$ cat src/rtl/fp_div_operand_feeder_pkg.sv
// Shared types and helpers for the divider operand feeder.
// The FSM state set always includes READ; it is only reachable when FP_DIV_FEEDER_READBACK_EN is defined.
package fp_div_feeder_pkg;

  typedef enum logic [2:0] {
    IDLE,
    CLEAR,
    SET,
    UNLOCK,
    GO,
    WAIT,
    READ,
    DONE
  } feeder_state_t;

  localparam int NUM_OPERAND_BYTES = 8;
  localparam int NUM_RESULT_BYTES  = 4;
  localparam logic [2:0] LAST_OPERAND_IDX = 3'(NUM_OPERAND_BYTES - 1);

  // Byte k of the concatenated operands, A first, each one LSB first.
  function automatic logic [7:0] byte_of(input logic [31:0] opA,
                                         input logic [31:0] opB,
                                         input logic [2:0]  k);
    logic [63:0] both;
    both = {opB, opA};
    return both[8*k +: 8];
  endfunction

endpackage

$ cat src/rtl/fp_div_operand_feeder_if.sv
// Host plus divider-controller signal bundle for the operand feeder.
// The master modport is the feeder side and the slave modport is the host/controller side.
interface fp_div_operand_feeder_if;
  logic        start;
  logic [31:0] op_a;
  logic [31:0] op_b;
  logic [7:0]  res_byte;
  logic [7:0]  byte_out;
  logic        set;
  logic        unlock;
  logic        init;
  logic        sel0;
  logic        sel1;
  logic        busy;
  logic        done;
  logic [31:0] result;

  modport master (
    input  start, op_a, op_b, res_byte,
    output byte_out, set, unlock, init, sel0, sel1, busy, done, result
  );

  modport slave (
    output start, op_a, op_b, res_byte,
    input  byte_out, set, unlock, init, sel0, sel1, busy, done, result
  );
endinterface

$ cat src/rtl/fp_div_feeder_cnt.sv
// Loadable down-counter with a zero flag.
// The count saturates at zero, and a load takes priority over counting down.
module fp_div_feeder_cnt #(
  parameter int WIDTH = 8
) (
  input  logic             clock,
  input  logic             reset,
  input  logic             i_load,
  input  logic [WIDTH-1:0] i_value,
  output logic             o_zero
);

  logic [WIDTH-1:0] r_count;

  always_ff @(posedge clock or posedge reset) begin
    if (reset) begin
      r_count <= '0;
    end else if (i_load) begin
      r_count <= i_value;
    end else if (r_count != '0) begin
      r_count <= r_count - 1'b1;
    end
  end

  assign o_zero = (r_count == '0);

endmodule

$ cat src/rtl/fp_div_operand_feeder.sv
// Sequences operand byte writes, the init pulse and result readback for the byte-serial divider.
// Readback is enabled with FP_DIV_FEEDER_READBACK_EN; without it, WAIT goes straight to DONE.
module fp_div_operand_feeder
  import fp_div_feeder_pkg::*;
#(
  parameter int INIT_CYCLES = 1,
  parameter int DIV_LATENCY = 64
) (
  input  logic                    clock,
  input  logic                    reset,
  fp_div_operand_feeder_if.master bus
);

  feeder_state_t r_state;
  logic [31:0]   r_opA;
  logic [31:0]   r_opB;
  logic [2:0]    r_idx;
  logic [7:0]    r_byteOut;
  logic          r_set;
  logic          r_unlock;
  logic          r_init;
  logic          r_busy;
  logic          r_done;
  logic          w_cntLoad;
  logic [7:0]    w_cntValue;
  logic          w_cntZero;

`ifdef FP_DIV_FEEDER_READBACK_EN
  logic [1:0]    r_sel;
  logic [31:0]   r_result;
`endif

  fp_div_feeder_cnt #(.WIDTH(8)) u_cnt (
    .clock   (clock),
    .reset   (reset),
    .i_load  (w_cntLoad),
    .i_value (w_cntValue),
    .o_zero  (w_cntZero)
  );

  // The counter is loaded on the edge that enters each timed phase, so the phase ends when it reaches zero.
  always_comb begin
    w_cntLoad  = 1'b0;
    w_cntValue = '0;
    case (r_state)
      UNLOCK: if (r_idx == LAST_OPERAND_IDX) begin
        w_cntLoad  = 1'b1;
        w_cntValue = 8'(INIT_CYCLES - 1);
      end
      GO: if (w_cntZero) begin
        w_cntLoad  = 1'b1;
        w_cntValue = 8'(DIV_LATENCY - 1);
      end
`ifdef FP_DIV_FEEDER_READBACK_EN
      WAIT: if (w_cntZero) begin
        w_cntLoad  = 1'b1;
        w_cntValue = 8'd1;
      end
      READ: if (w_cntZero && (r_idx[1:0] != 2'(NUM_RESULT_BYTES - 1))) begin
        w_cntLoad  = 1'b1;
        w_cntValue = 8'd1;
      end
`endif
      default: ;
    endcase
  end

  always_ff @(posedge clock or posedge reset) begin
    if (reset) begin
      r_state   <= IDLE;
      r_opA     <= '0;
      r_opB     <= '0;
      r_idx     <= '0;
      r_byteOut <= '0;
      r_set     <= 1'b0;
      r_unlock  <= 1'b0;
      r_init    <= 1'b0;
      r_busy    <= 1'b0;
      r_done    <= 1'b0;
`ifdef FP_DIV_FEEDER_READBACK_EN
      r_sel     <= '0;
      r_result  <= '0;
`endif
    end else begin
      r_done <= 1'b0;
      case (r_state)
        IDLE: if (bus.start) begin
          r_opA    <= bus.op_a;
          r_opB    <= bus.op_b;
          r_idx    <= '0;
          r_unlock <= 1'b1;
          r_init   <= 1'b1;
          r_busy   <= 1'b1;
          r_state  <= CLEAR;
`ifdef FP_DIV_FEEDER_READBACK_EN
          r_result <= '0;
`endif
        end
        CLEAR: begin
          r_unlock  <= 1'b0;
          r_init    <= 1'b0;
          r_set     <= 1'b1;
          r_byteOut <= byte_of(r_opA, r_opB, 3'd0);
          r_state   <= SET;
        end
        SET: begin
          r_set    <= 1'b0;
          r_unlock <= 1'b1;
          r_state  <= UNLOCK;
        end
        UNLOCK: begin
          r_unlock <= 1'b0;
          if (r_idx == LAST_OPERAND_IDX) begin
            r_byteOut <= '0;
            r_init    <= 1'b1;
            r_state   <= GO;
          end else begin
            r_idx     <= r_idx + 3'd1;
            r_set     <= 1'b1;
            r_byteOut <= byte_of(r_opA, r_opB, r_idx + 3'd1);
            r_state   <= SET;
          end
        end
        GO: if (w_cntZero) begin
          r_init  <= 1'b0;
          r_state <= WAIT;
        end
        WAIT: if (w_cntZero) begin
`ifdef FP_DIV_FEEDER_READBACK_EN
          r_idx   <= '0;
          r_sel   <= 2'd0;
          r_state <= READ;
`else
          r_done  <= 1'b1;
          r_state <= DONE;
`endif
        end
`ifdef FP_DIV_FEEDER_READBACK_EN
        // The first cycle of each byte lets the controller's output mux settle before capture.
        READ: if (w_cntZero) begin
          r_result[8*r_idx[1:0] +: 8] <= bus.res_byte;
          if (r_idx[1:0] == 2'(NUM_RESULT_BYTES - 1)) begin
            r_sel   <= 2'd0;
            r_done  <= 1'b1;
            r_state <= DONE;
          end else begin
            r_idx   <= r_idx + 3'd1;
            r_sel   <= r_idx[1:0] + 2'd1;
          end
        end
`endif
        DONE: begin
          r_busy  <= 1'b0;
          r_state <= IDLE;
        end
        default: r_state <= IDLE;
      endcase
    end
  end

  assign bus.byte_out = r_byteOut;
  assign bus.set      = r_set;
  assign bus.unlock   = r_unlock;
  assign bus.init     = r_init;
  assign bus.busy     = r_busy;
  assign bus.done     = r_done;

`ifdef FP_DIV_FEEDER_READBACK_EN
  assign bus.sel0   = r_sel[0];
  assign bus.sel1   = r_sel[1];
  assign bus.result = r_result;
`else
  logic w_unusedResByte;
  assign w_unusedResByte = ^bus.res_byte;
  assign bus.sel0   = 1'b0;
  assign bus.sel1   = 1'b0;
  assign bus.result = '0;
`endif

endmodule

$ cat src/flat_wrapper.sv
// flat-port wrapper written by rule: the top's interface ports become plain ports
module fp_div_operand_feeder_flat import fp_div_feeder_pkg::*;
#(
  parameter int INIT_CYCLES = 1,
  parameter int DIV_LATENCY = 64
)
  (clock, reset, bus_start, bus_op_a, bus_op_b, bus_res_byte, bus_byte_out, bus_set, bus_unlock, bus_init, bus_sel0, bus_sel1, bus_busy, bus_done, bus_result);
  fp_div_operand_feeder_if bus_i ();
  input  logic clock;
  input  logic reset;
  input wire logic [$bits(bus_i.start)-1:0] bus_start;
  input wire logic [$bits(bus_i.op_a)-1:0] bus_op_a;
  input wire logic [$bits(bus_i.op_b)-1:0] bus_op_b;
  input wire logic [$bits(bus_i.res_byte)-1:0] bus_res_byte;
  output wire logic [$bits(bus_i.byte_out)-1:0] bus_byte_out;
  output wire logic [$bits(bus_i.set)-1:0] bus_set;
  output wire logic [$bits(bus_i.unlock)-1:0] bus_unlock;
  output wire logic [$bits(bus_i.init)-1:0] bus_init;
  output wire logic [$bits(bus_i.sel0)-1:0] bus_sel0;
  output wire logic [$bits(bus_i.sel1)-1:0] bus_sel1;
  output wire logic [$bits(bus_i.busy)-1:0] bus_busy;
  output wire logic [$bits(bus_i.done)-1:0] bus_done;
  output wire logic [$bits(bus_i.result)-1:0] bus_result;
  assign bus_i.start = bus_start;
  assign bus_i.op_a = bus_op_a;
  assign bus_i.op_b = bus_op_b;
  assign bus_i.res_byte = bus_res_byte;
  assign bus_byte_out = bus_i.byte_out;
  assign bus_set = bus_i.set;
  assign bus_unlock = bus_i.unlock;
  assign bus_init = bus_i.init;
  assign bus_sel0 = bus_i.sel0;
  assign bus_sel1 = bus_i.sel1;
  assign bus_busy = bus_i.busy;
  assign bus_done = bus_i.done;
  assign bus_result = bus_i.result;
  fp_div_operand_feeder #(.INIT_CYCLES(INIT_CYCLES), .DIV_LATENCY(DIV_LATENCY)) u_core (.clock(clock), .reset(reset), .bus(bus_i));
endmodule
$ cat config.mk
export PLATFORM = sky130hd
export DESIGN_NAME = fp_div_operand_feeder_flat
export DESIGN_NICKNAME = d
export VERILOG_FILES = /design/src/rtl/fp_div_operand_feeder_pkg.sv /design/src/rtl/fp_div_operand_feeder_if.sv /design/src/rtl/fp_div_feeder_cnt.sv /design/src/rtl/fp_div_operand_feeder.sv /design/src/flat_wrapper.sv
export SDC_FILE = /design/constraint.sdc
export NUM_CORES = 1
export LEC_CHECK = 0
export CAP_MARGIN = 20
export CORE_ASPECT_RATIO = 1.5
export CORE_MARGIN = 2
export CORE_UTILIZATION = 35
export DETAILED_ROUTE_END_ITERATION = 10
export GPL_ROUTABILITY_DRIVEN = 0
export GPL_TIMING_DRIVEN = 0
export PLACE_DENSITY = 0.65
export SLEW_MARGIN = 20
export SYNTH_ARGS = -nofsm -noshare
export SYNTH_HDL_FRONTEND = slang
export SYNTH_SLANG_ARGS = --single-unit
$ cat constraint.sdc
create_clock -name clock -period 3.05 [get_ports clock]
set_clock_uncertainty 0.1 [all_clocks]
set_input_delay 0.61 -clock clock [delete_from_list [all_inputs] [get_ports clock]]
set_output_delay 0.61 -clock clock [all_outputs]
set_load 0.1 [all_outputs]
==> run metrics <==
Placed Area=around 5700 um^2; Mean Syn Cell Area=roughly 12 um^2; Die Span Y=about 140 um; detailed-route DRC error count=0; Least-Margin Pin Slew=1.05 ns; Tcrit/Tclk final=0.849; unrepaired setup endpoints after global routing=no; max_cap viols=0; wire per inst=approximately 17 um; io pins=about 120; CP Max Fanout=2; Setup Buffers After CTS=0; register area share after synthesis=0.501; CP Launch Type=register; Critical Path RT=~2.3 ns; Initial DRC Count=roughly 220; Final Power=between 2 and 3 mW; post-cts resize count=0; Reg area=between 2000 and 2500 um^2; antenna violations before repair=0; CTS Buf Count=9; Initial Util=0.354; Slew HR=0.296; Vias/cell=around 4.9; share of cells above drive strength 1=0.238; core area=roughly 13000 um^2; Hold Path Class=register to register; routed wl met3=437 um; Synth area leader=dfrtp_1; All-Layer GR Usage=0.160; critical-path cell list=clkdlybuf4s50_1; crit path DAT=roughly 1.9 ns; post-synthesis register bit count=91; final hold vios=0; clock buffer depth=2; Warnings, synthesis=0; crit path kind=register to output pin; Pwr Density=roughly 460 nW/um^2; CTS hold repair buffers=0; Main synth FF type=dfrtp_1; die width=97.0 um; max layer used=met4; number of port buffers=79; ant diodes=0; Area growth, synth to finish=32.0%; Clk pin slew, worst setup/hold paths=0.06 ns; DP HPWL=8440 um; Cells after Synth=approximately 380; Root Buffer=clkbuf_16; fraction of registers with async set/reset=1.00; CP max stage cell=clkdlybuf4s50_1; Tmin final=roughly 2.6 ns; H-tree depth=3; clock latency at the later pin of the worst-skew pair=~0.34 ns; DR vias=~3.3k; crit path buf inv count=1; number of flops mapped to enable cells by yosys=0; commonest cells in the netlist=dfrtp_1, mux2_2, buf_4, mux2i_1, a21oi_1; design area=5990 um^2; first-pass GRT wire length=17200 um; leakage=about 2.8 nW; final antenna-violating net count=0; Core Rows=51; met2 routed WL=5890 um; fill count=1198; CTS tree=done; drt first pass iters=4; vias in the first global route=approximately 3.4k; endpoints failing setup=0; global route total overflow=0; CP endpoint kind=output pin; clock sinks=91; outcome=completed; most frequent cell after synthesis=dfrtp_1; delay-heaviest family, CP=buffers and inverters; Routed WL=11000 um; area of the mapped netlist=4540 um^2; Peak VDD IR=between 200 and 300 uV; largest net degree at the start of global routing=35; full die area=approximately 14000 um^2; Post-Route M1 WL=between 4000 and 5000 um; slowest stage delay, CP=1.19 ns; max-slew violation count=0; Setup TNS=0 ns; Distinct cells, synth=49; multi-input combinational cell area=1970 um^2; top post-synthesis cells by area=dfrtp_1, mux2_2, buf_4; final net count=580; Synth top area share=0.501; Max Clock Freq=386 MHz
area by class of cell:
| type | instances | share of cell area |
|---|---|---|
| tap | 159 | 0.0332 |
| clock inverter | 2 | 0.00584 |
| sequential | 91 | 0.380 |
| clock buffer | 13 | 0.0434 |
| buffer | 54 | 0.0630 |
| multi-input combinational | 253 | 0.329 |
| timing repair buffer | 81 | 0.139 |
| inverter | 10 | 0.00689 |
placed cells by master, fill, tap and decap left out, types with 4 or more instances in the layout:
cell type / synthesis / final
dfrtp_1: 91 / 91
clkdlybuf4s50_1: 0 / 79
mux2_2: 51 / 51
buf_4: 39 / 39
conb_1: 1 / 34
mux2i_1: 23 / 23
a21oi_1: 16 / 16
nand2_1: 14 / 14
o21ai_0: 14 / 14
nor2_1: 13 / 13
mux2_1: 13 / 13
inv_1: 10 / 9
clkbuf_16: 0 / 9
clkbuf_1: 5 / 7
nor2b_1: 7 / 7
buf_2: 5 / 5
a221oi_1: 5 / 5
and3_1: 5 / 5
ha_1: 5 / 5
a211oi_1: 4 / 4
a221o_1: 4 / 4
o311ai_0: 4 / 4
o22ai_1: 4 / 4
per-layer routing:
| layer | vias to the layer above | global-route usage |
|---|---|---|
| met3 | 15 | 0.0360 |
| met2 | 94 | 0.289 |
| met1 | 1611 | 0.181 |
| li1 | 1531 | - |
| met4 | 0 | 0.0689 |
| met5 | - | 0 |
registers in the layout, summed over array words and instances, names as in the netlist, 3 cells and up:
name / count
u_core.r_opB: 32
u_core.r_idx: 3
u_core.r_opA: 32
u_core.bus.byte_out: 8
u_core.u_cnt.r_count: 8
u_core.r_state: 3
cells by family after synthesis:
logic type / after synthesis / synth area share
compound gates: 64 / 0.0956
xor+xnor: 4 / 0.00771
fa+ha+maj: 5 / 0.0138
buf+inv: 64 / 0.0915
flops: 91 / 0.501
mux: 88 / 0.214
other cells: 1 / 0.000826
simple gates: 58 / 0.0749
metrics by stage:
| step | util | hold WS, ns | setup WS, ns | cells |
|---|---|---|---|---|
| 5_1_grt | 0.467 | 0.406 | 0.403 | 663 |
| 3_3_place_gp | 0.441 | 0.363 | 0.306 | 646 |
| 6_report | 0.467 | 0.386 | 0.460 | 663 |
| 4_1_cts | 0.467 | 0.392 | 0.445 | 663 |
| 2_1_floorplan | - | 0.353 | 1.03 | 408 |
| 3_5_place_dp | 0.444 | 0.378 | 0.410 | 648 |
path summary, 6_finish.rpt:
check / to / cells past startpoint / slack, ns / start
hold / removal: u_core.r_opA[15] / 1 / 0.39 / u_core.r_opA[15]
min in group asynchronous: u_core.bus.done / 2 / 0.62 / reset
setup / recovery: bus_byte_out[5] / 1 / 0.46 / u_core.bus.byte_out[5]
setup reg to reg: u_core.bus.byte_out[0] / 7 / 0.71 / u_core.r_idx[0]
max in group asynchronous: u_core.r_opB[11] / 4 / 1.40 / reset
hold reg to reg: u_core.r_opA[15] / 1 / 0.39 / u_core.r_opA[15]
power by group:
part           switching (mW)  leakage [nW]  total, mW  internal [mW]
registers              0.0247          1.15       1.28           1.25
clock network           0.437         0.146       1.11          0.674
logic                   0.247          1.55      0.395          0.148
total                   0.708          2.85       2.78           2.07
No activity file was read; power rests on OpenSTA's default activity.
